$ cat src/rtl/ook_pkg.sv
// Shared OOK timing defaults and decoder state encoding. packet_generator and
// ook_frame_decoder both take their symbol timing from these constants.
package ook_pkg;

    localparam int SYM_CYCLES_DEF   = 5000;   // 500 us at 10 MHz
    localparam int SYNC_MIN_DEF     = 20000;
    localparam int PAYLOAD_BITS_DEF = 32;

    typedef enum logic [1:0] {
        HUNT,
        SYNC,
        GAP,
        BIT
    } state_t;

endpackage

$ cat src/rtl/ook_frame_decoder_if.sv
// Decoder bus: demodulated input in, decoded frame strobes out, plus FSM state for observation.
// Strobes carry no ready: the decoder cannot be stalled, so a receiver must sample on the strobe cycle.
interface ook_frame_decoder_if
    import ook_pkg::*;
#(
    parameter int PAYLOAD_BITS = PAYLOAD_BITS_DEF
);

    logic                    ook_in;
    logic [PAYLOAD_BITS-1:0] frame_data;
    logic                    frame_valid;
    logic                    frame_err;
    logic                    busy;
    state_t                  state;

    modport master (
        output ook_in,
        input  frame_data,
        input  frame_valid,
        input  frame_err,
        input  busy,
        input  state
    );

    modport slave (
        input  ook_in,
        output frame_data,
        output frame_valid,
        output frame_err,
        output busy,
        output state
    );

endinterface

$ cat src/rtl/ook_glitch_filter.sv
// Two-flop synchronizer followed by a stability filter: lvl follows the input only after
// it has disagreed with lvl for GLITCH_CYCLES consecutive cycles.
module ook_glitch_filter #(
    parameter int GLITCH_CYCLES = 8
) (
    input  logic clk,
    input  logic reset,
    input  logic din,
    output logic lvl
);

    localparam int GW = (GLITCH_CYCLES > 1) ? $clog2(GLITCH_CYCLES) : 1;
    localparam logic [GW-1:0] STABLE_LAST = GW'(GLITCH_CYCLES - 1);

    logic          sync0;
    logic          sync1;
    logic [GW-1:0] stable_cnt;

    always_ff @(posedge clk) begin
        if (reset) begin
            sync0      <= 1'b0;
            sync1      <= 1'b0;
            lvl        <= 1'b0;
            stable_cnt <= '0;
        end else begin
            sync0 <= din;
            sync1 <= sync0;
            // Any sample agreeing with lvl restarts the stability run.
            if (sync1 != lvl) begin
                if (stable_cnt == STABLE_LAST) begin
                    lvl        <= sync1;
                    stable_cnt <= '0;
                end else begin
                    stable_cnt <= stable_cnt + 1'b1;
                end
            end else begin
                stable_cnt <= '0;
            end
        end
    end

endmodule

$ cat src/rtl/ook_frame_decoder.sv
// OOK pulse-width frame decoder: sync pulse, then PAYLOAD_BITS high-time coded bits, MSB first.
// Define OOK_DECODER_REPEAT_CHECK_EN to report only frames repeated within REPEAT_WINDOW cycles.
module ook_frame_decoder
    import ook_pkg::*;
#(
    parameter int SYM_CYCLES    = SYM_CYCLES_DEF,
    parameter int SYNC_MIN      = SYNC_MIN_DEF,
    parameter int PAYLOAD_BITS  = PAYLOAD_BITS_DEF,
    parameter int GLITCH_CYCLES = 8,
    parameter int REPEAT_WINDOW = 200000,
    parameter int CNT_W         = 20
) (
    input logic                clk,
    input logic                reset,
    ook_frame_decoder_if.slave bus
);

    localparam int LW    = CNT_W + 1;
    localparam int IDX_W = (PAYLOAD_BITS > 1) ? $clog2(PAYLOAD_BITS) : 1;
    localparam logic [CNT_W:0] SYNC_LEN = LW'(SYNC_MIN);
    localparam logic [CNT_W:0] B0_MIN   = LW'(SYM_CYCLES / 8);
    localparam logic [CNT_W:0] B1_MIN   = LW'(SYM_CYCLES / 2);
    localparam logic [CNT_W:0] B1_MAX   = LW'((7 * SYM_CYCLES) / 8);
    localparam logic [CNT_W:0] GAP_MAX  = LW'(2 * SYM_CYCLES);
    localparam logic [IDX_W-1:0] IDX_LAST = IDX_W'(PAYLOAD_BITS - 1);

    logic                    lvl;
    logic                    lvl_d;
    logic                    rise;
    logic                    fall;
    logic [CNT_W-1:0]        cnt;
    logic [CNT_W:0]          len;
    state_t                  state;
    state_t                  next_state;
    logic [IDX_W-1:0]        bit_idx;
    logic [PAYLOAD_BITS-1:0] shreg;
    logic [PAYLOAD_BITS-1:0] shifted;
    logic                    start;
    logic                    shift_en;
    logic                    bit_val;
    logic                    emit;
    logic                    err;
    logic                    accept;

    ook_glitch_filter #(.GLITCH_CYCLES(GLITCH_CYCLES)) u_filter (
        .clk   (clk),
        .reset (reset),
        .din   (bus.ook_in),
        .lvl   (lvl)
    );

    assign rise    = lvl & ~lvl_d;
    assign fall    = ~lvl & lvl_d;
    // cnt restarts one cycle after an edge, so the level's duration is cnt + 1.
    assign len     = {1'b0, cnt} + LW'(1);
    assign shifted = {shreg[PAYLOAD_BITS-2:0], bit_val};

    always_ff @(posedge clk) begin
        if (reset) state <= HUNT;
        else       state <= next_state;
    end

    always_comb begin
        next_state = state;
        start      = 1'b0;
        shift_en   = 1'b0;
        bit_val    = 1'b0;
        emit       = 1'b0;
        err        = 1'b0;
        case (state)
            HUNT: if (rise) next_state = SYNC;
            SYNC: if (fall) begin
                if (len >= SYNC_LEN) begin
                    start      = 1'b1;
                    next_state = GAP;
                end else begin
                    next_state = HUNT;
                end
            end
            GAP: begin
                if (rise) begin
                    next_state = BIT;
                end else if (len > GAP_MAX) begin
                    err        = 1'b1;
                    next_state = HUNT;
                end
            end
            BIT: if (fall) begin
                if (len >= B0_MIN && len < B1_MIN) begin
                    shift_en = 1'b1;
                end else if (len >= B1_MIN && len <= B1_MAX) begin
                    shift_en = 1'b1;
                    bit_val  = 1'b1;
                end else begin
                    err        = 1'b1;
                    next_state = HUNT;
                end
                if (shift_en) begin
                    emit       = (bit_idx == IDX_LAST);
                    next_state = emit ? HUNT : GAP;
                end
            end
            default: next_state = HUNT;
        endcase
    end

    always_ff @(posedge clk) begin
        if (reset) begin
            lvl_d           <= 1'b0;
            cnt             <= '0;
            bit_idx         <= '0;
            shreg           <= '0;
            bus.frame_data  <= '0;
            bus.frame_valid <= 1'b0;
            bus.frame_err   <= 1'b0;
        end else begin
            lvl_d <= lvl;
            if (rise || fall)   cnt <= '0;
            else if (cnt != '1) cnt <= cnt + 1'b1;
            if (start)                 bit_idx <= '0;
            else if (shift_en && !emit) bit_idx <= bit_idx + 1'b1;
            if (shift_en) shreg <= shifted;
            bus.frame_valid <= accept;
            bus.frame_err   <= err;
            if (accept) bus.frame_data <= shifted;
        end
    end

`ifdef OOK_DECODER_REPEAT_CHECK_EN
    localparam int AGE_W = $clog2(REPEAT_WINDOW + 2);
    localparam logic [AGE_W:0] WINDOW = (AGE_W + 1)'(REPEAT_WINDOW);

    logic [PAYLOAD_BITS-1:0] prev_cand;
    logic                    prev_ok;
    logic [AGE_W-1:0]        age;

    // age holds (cycles since the previous candidate) - 1, so "<= WINDOW cycles" is age < WINDOW.
    assign accept = emit && prev_ok && (prev_cand == shifted) && ({1'b0, age} < WINDOW);

    always_ff @(posedge clk) begin
        if (reset) begin
            prev_cand <= '0;
            prev_ok   <= 1'b0;
            age       <= '0;
        end else if (emit) begin
            prev_cand <= shifted;
            prev_ok   <= 1'b1;
            age       <= '0;
        end else if (age != '1) begin
            age <= age + 1'b1;
        end
    end
`else
    assign accept = emit;
`endif

    assign bus.busy  = (state != HUNT);
    assign bus.state = state;

endmodule

$ cat src/flat_wrapper.sv
// flat-port wrapper written by rule: the top's interface ports become plain ports
module ook_frame_decoder_flat import ook_pkg::*;
#(
    parameter int SYM_CYCLES    = SYM_CYCLES_DEF,
    parameter int SYNC_MIN      = SYNC_MIN_DEF,
    parameter int PAYLOAD_BITS  = PAYLOAD_BITS_DEF,
    parameter int GLITCH_CYCLES = 8,
    parameter int REPEAT_WINDOW = 200000,
    parameter int CNT_W         = 20
)
  (clk, reset, bus_ook_in, bus_frame_data, bus_frame_valid, bus_frame_err, bus_busy, bus_state);
  ook_frame_decoder_if #(.PAYLOAD_BITS(PAYLOAD_BITS)) bus_i ();
  input logic clk;
  input logic reset;
  input wire logic [$bits(bus_i.ook_in)-1:0] bus_ook_in;
  output wire logic [$bits(bus_i.frame_data)-1:0] bus_frame_data;
  output wire logic [$bits(bus_i.frame_valid)-1:0] bus_frame_valid;
  output wire logic [$bits(bus_i.frame_err)-1:0] bus_frame_err;
  output wire logic [$bits(bus_i.busy)-1:0] bus_busy;
  output wire logic [$bits(bus_i.state)-1:0] bus_state;
  assign bus_i.ook_in = bus_ook_in;
  assign bus_frame_data = bus_i.frame_data;
  assign bus_frame_valid = bus_i.frame_valid;
  assign bus_frame_err = bus_i.frame_err;
  assign bus_busy = bus_i.busy;
  assign bus_state = bus_i.state;
  ook_frame_decoder #(.SYM_CYCLES(SYM_CYCLES), .SYNC_MIN(SYNC_MIN), .PAYLOAD_BITS(PAYLOAD_BITS), .GLITCH_CYCLES(GLITCH_CYCLES), .REPEAT_WINDOW(REPEAT_WINDOW), .CNT_W(CNT_W)) u_core (.clk(clk), .reset(reset), .bus(bus_i));
endmodule
$ cat config.mk
export PLATFORM = sky130hd
export DESIGN_NAME = ook_frame_decoder_flat
export DESIGN_NICKNAME = d
export VERILOG_FILES = /design/src/rtl/ook_pkg.sv /design/src/rtl/ook_frame_decoder_if.sv /design/src/rtl/ook_glitch_filter.sv /design/src/rtl/ook_frame_decoder.sv /design/src/flat_wrapper.sv
export SDC_FILE = /design/constraint.sdc
export NUM_CORES = 1
export LEC_CHECK = 0
export CORE_AREA = 2 2 113 115
export CTS_CLUSTER_DIAMETER = 60
export DETAILED_ROUTE_END_ITERATION = 16
export DIE_AREA = 0 0 115 117
export PLACE_DENSITY_LB_ADDON = 0.12
export SETUP_SLACK_MARGIN = 0.2
export SYNTH_ARGS = -nofsm -noshare
export SYNTH_HDL_FRONTEND = slang
export SYNTH_SLANG_ARGS = --single-unit
$ cat constraint.sdc
create_clock -name clk -period 4.49 [get_ports clk]
set_input_delay 0.898 -clock clk [delete_from_list [all_inputs] [get_ports clk]]
set_output_delay 0.898 -clock clk [all_outputs]
set_load 0.02 [all_outputs]
==> impl_metrics.xml <==
<?xml version="1.0" encoding="UTF-8"?>
<metrics>
  <group name="detailed_routing">
    <metric name="ant_nets" unit="">0</metric>
    <metric name="detail_route.iter0.violations" unit="">240</metric>
    <metric name="viasPerCell" unit="">5.28</metric>
    <metric name="drt_wl_total" unit="mm">9.98</metric>
    <metric name="avgRoutedWirePerCell" unit="um">14.7</metric>
    <metric name="num_vias" unit="">3581</metric>
    <metric name="drc" unit="">0</metric>
    <metric name="drtPass1Iterations" unit="">4</metric>
  </group>
  <group name="critical_path">
    <metric name="critical_path.cell_chain" unit="">ha_1 &gt; nand3_2 &gt; nor4_4 &gt; nand3_2 &gt; a22oi_2 &gt; nand3_4 &gt; nor4_4 &gt; buf_4 &gt; mux2i_1 &gt; nor2_1</metric>
    <metric name="critical_path.max_stage_delay" unit="ns">0.64</metric>
    <metric name="worst_setup_path_start_kind" unit="">register</metric>
    <metric name="critPathRequiredTime" unit="ns">4.70</metric>
    <metric name="endpoint_class_of_the_critical_path" unit="">register</metric>
    <metric name="criticalPathCategory" unit="">register to register</metric>
    <metric name="cp_data_arrival_time" unit="ns">3.87</metric>
    <metric name="critical_path.slowest_cell" unit="">sky130_fd_sc_hd__nor4_4</metric>
    <metric name="timing.critical_path.fanout_max" unit="">32</metric>
  </group>
  <group name="yosys">
    <metric name="total_nets_after_synthesis" unit="">515</metric>
    <metric name="count_of_flip_flops_with_a_built_in_enable_after_synthesis" unit="">0</metric>
    <metric name="postSynth.asyncResetShare" unit="">0</metric>
    <metric name="yosys_most_used_dff" unit="">sky130_fd_sc_hd__dfxtp_1</metric>
    <metric name="syn-instance-count" unit="">503</metric>
    <metric name="synth.yosys.warnings" unit="">0</metric>
    <metric name="share_of_the_yosys_chip_area_belonging_to_registers" unit="">0.415</metric>
    <metric name="synth.avg_cell_area" unit="um2">9.49</metric>
    <metric name="syn_area" unit="um2">4780</metric>
    <metric name="synth_cell_types" unit="">67</metric>
    <metric name="postSynthRegisterBits" unit="">99</metric>
  </group>
  <group name="sta">
    <metric name="finalHoldViolations" unit="">0</metric>
    <metric name="finalWorstSetupSlack" unit="ns">0.838</metric>
    <metric name="setup_viol_count_final" unit="">0</metric>
    <metric name="holdWs" unit="ns">0.435</metric>
    <metric name="worst_clock_skew" unit="ns">0.00957</metric>
    <metric name="maxClockFrequency" unit="GHz">0.274</metric>
    <metric name="max_slew_headroom_at_the_worst_pin" unit="">0.407</metric>
    <metric name="tightestPinTransition" unit="ns">0.890</metric>
    <metric name="rsz0062_at_grt" unit="">false</metric>
    <metric name="final_slew_violations" unit="">0</metric>
    <metric name="min_period_over_period" unit="">0.813</metric>
    <metric name="tns" unit="ns">0</metric>
    <metric name="min_period" unit="ns">3.65</metric>
  </group>
  <group name="final_layout">
    <metric name="fin_nets" unit="">535</metric>
    <metric name="final.fill_count" unit="">1217</metric>
    <metric name="syn_to_final_growth" unit="%">15.2</metric>
    <metric name="drive_gt1_frac" unit="">0.0909</metric>
    <metric name="diodes" unit="">0</metric>
  </group>
  <group name="clocking">
    <metric name="clock_latency" unit="ns">0.35</metric>
    <metric name="clkSlewWorstSetupHoldPaths" unit="ns">0.07</metric>
    <metric name="cts.repair.resized" unit="">0</metric>
    <metric name="clock_sinks" unit="">99</metric>
    <metric name="cts_root_buf" unit="">sky130_fd_sc_hd__clkbuf_16</metric>
    <metric name="cts_inserted_buffers" unit="">9</metric>
    <metric name="cts.hold.buffers_added" unit="">0</metric>
    <metric name="tritoncts" unit="">built</metric>
    <metric name="cts-root-to-sink-buffers" unit="">2</metric>
    <metric name="cts_setup_buffers" unit="">0</metric>
    <metric name="ctsHtreeMaxLevel" unit="">3</metric>
  </group>
  <group name="floorplan">
    <metric name="core" unit="um2">12300</metric>
    <metric name="initial_utilization" unit="">0.388</metric>
    <metric name="die_area" unit="um2">13500</metric>
    <metric name="chip_height" unit="um">117</metric>
    <metric name="num_rows" unit="">41</metric>
    <metric name="floorplan.io_pins" unit="">40</metric>
    <metric name="die_w" unit="um">115</metric>
  </group>
  <group name="placement">
    <metric name="dp_hpwl" unit="mm">6.61</metric>
    <metric name="place.gp.congestion" unit="">0.851</metric>
    <metric name="pre_cts_slack" unit="ns">0.846</metric>
    <metric name="port-buffer-count" unit="">39</metric>
  </group>
  <group name="global_route">
    <metric name="grt_start_max_net_pins" unit="">76</metric>
    <metric name="antenna_found_initial" unit="">0</metric>
    <metric name="grt_pass1_vias" unit="">3307</metric>
    <metric name="total_overflow_reported_by_the_global_router" unit="">0</metric>
    <metric name="gr-usage-all-layers" unit="">0.155</metric>
    <metric name="grt_first_pass_wirelength" unit="mm">16.6</metric>
  </group>
  <group name="power_and_ir_drop">
    <metric name="net_switching_power" unit="mW">0.387</metric>
    <metric name="power.density" unit="nW/um2">308</metric>
    <metric name="clkPwrFrac" unit="">0.450</metric>
    <metric name="worst_ir_drop_vdd" unit="V">0.000218</metric>
    <metric name="leakagePower" unit="nW">1.87</metric>
    <metric name="power.sequential.fraction" unit="">0.525</metric>
    <metric name="internal_power" unit="mW">1.31</metric>
    <metric name="switching_share" unit="">0.228</metric>
    <metric name="combPwrFrac" unit="">0.025</metric>
  </group>
  <group name="run">
    <metric name="max-cap-violations" unit="">0</metric>
  </group>
  <group name="run_status">
    <metric name="outcome" unit="">finished clean</metric>
  </group>
  <group name="worst_hold_path">
    <metric name="worst_hold_path_type" unit="">register to register</metric>
  </group>
</metrics>
==> per-layer routing <==
layer | wire [um] | global-route usage
met4 | 190 | 0.0691
met3 | 377 | 0.0304
met1 | 5070 | 0.221
met5 | 0 | 0
met2 | 4340 | 0.227
==> kinds of logic (layout without fill, tap and decap cells) <==
| family | count (synthesis) | after routing | share of synthesized area |
|---|---|---|---|
| AOI/OAI and AO/OA | 68 | 68 | 0.103 |
| xor gates and xnor gates | 19 | 19 | 0.0348 |
| adders and majority gates | 9 | 9 | 0.0236 |
| buffers and inverters | 45 | 70 | 0.0479 |
| DFF | 99 | 99 | 0.415 |
| muxes | 69 | 69 | 0.145 |
| and+or+nand+nor | 194 | 194 | 0.230 |
==> registers in the layout (all words and copies together) (netlist names) <==
register and count:
u_core.bus.frame_err 1, u_core.u_filter.stable_cnt 3, u_core.bus.frame_valid 1, u_core.bit_idx 5
u_core.u_filter.sync1 1, u_core.cnt 20, u_core.u_filter.sync0 1, u_core.bus.frame_data 32
u_core.u_filter.lvl 1, u_core.bus.state 2, u_core.lvl_d 1, u_core.shreg 31
==> cell usage in the layout (no fill, tap or decap), drive strengths merged, types with 10 or more instances in the layout <==
| master | Yosys | layout |
|---|---|---|
| xnor2 | 13 | 13 |
| o21ai | 13 | 13 |
| inv | 9 | 11 |
| nand3 | 18 | 18 |
| clkdlybuf4s50 | 0 | 38 |
| dfxtp | 99 | 99 |
| nand2 | 18 | 18 |
| clkbuf | 23 | 11 |
| mux2i | 66 | 66 |
| nand4 | 12 | 12 |
| nor4 | 10 | 10 |
| nor2 | 85 | 85 |
| a21oi | 16 | 16 |
==> worst paths after layout <==
path,cells past startpoint,endpoint,from,slack [ns]
worst max register to register,10,u_core.bus.frame_data[22]$_SDFFE_PP0P_,u_core.cnt[1]$_SDFFE_PP0P_,0.84
worst max-delay path,10,u_core.bus.frame_data[22]$_SDFFE_PP0P_,u_core.cnt[1]$_SDFFE_PP0P_,0.84
worst min register to register,1,u_core.u_filter.sync1$_SDFF_PP0_,u_core.u_filter.sync0$_SDFF_PP0_,0.43
worst min-delay path,1,u_core.u_filter.sync1$_SDFF_PP0_,u_core.u_filter.sync0$_SDFF_PP0_,0.43
==> area by class of cell <==
type,instances,area (um2),share of cell area
multi-input combinational,359,2570,0.468
inverter,9,33.8,0.00614
sequential,99,1980,0.360
timing repair buffer,45,430,0.0782
tap,150,188,0.0341
clock buffer,11,253,0.0459
clock inverter,5,43.8,0.00796
==> synthesized netlist by cell type, drive strengths merged (6+ instances only) <==
master  count  area share
clkbuf     23       0.018
dfxtp      99        0.41
nand4      12       0.018
xnor2      13       0.024
nor2       85       0.067
nor4       10       0.028
o21ai      13       0.016
a21oi      16       0.017
xor2        6       0.011
buf        13       0.023
inv         9      0.0071
mux2i      66        0.14
nor3        9       0.013
ha          9       0.024
a31oi       6      0.0079
nand3      18       0.024
nand2      18       0.015
and2        6      0.0079
==> stage by stage <==
stage	total power [mW]	area (um2)	cells	util
floorplan	0.941	4780	503	-
global placement	0.952	5210	662	0.423
detailed placement	0.952	5210	662	0.423
CTS	1.72	5500	678	0.447
global route	1.76	5500	678	0.447
finish	1.69	5500	678	0.447
==> power groups by stage <==
| stage | logic, mW | registers, mW | clock network, mW |
|---|---|---|---|
| after global routing | 0.0478 | 0.891 | 0.822 |
| after detailed placement | 0.0422 | 0.910 | 0 |
| after global placement | 0.0423 | 0.910 | 0 |
| after floorplan | 0.0377 | 0.904 | 0 |
| after CTS | 0.0424 | 0.889 | 0.790 |
| final | 0.0423 | 0.890 | 0.762 |
==> critical path: cells and delay by family, from the launching register on <==
family	cells	cell delay (ns)
compound gates	1	0.28
fa+ha+maj	1	0.27
buf+inv	1	0.48
flops	1	0.60
mux	1	0.26
simple gates	6	1.59
Power figures use the tool's default switching activity.
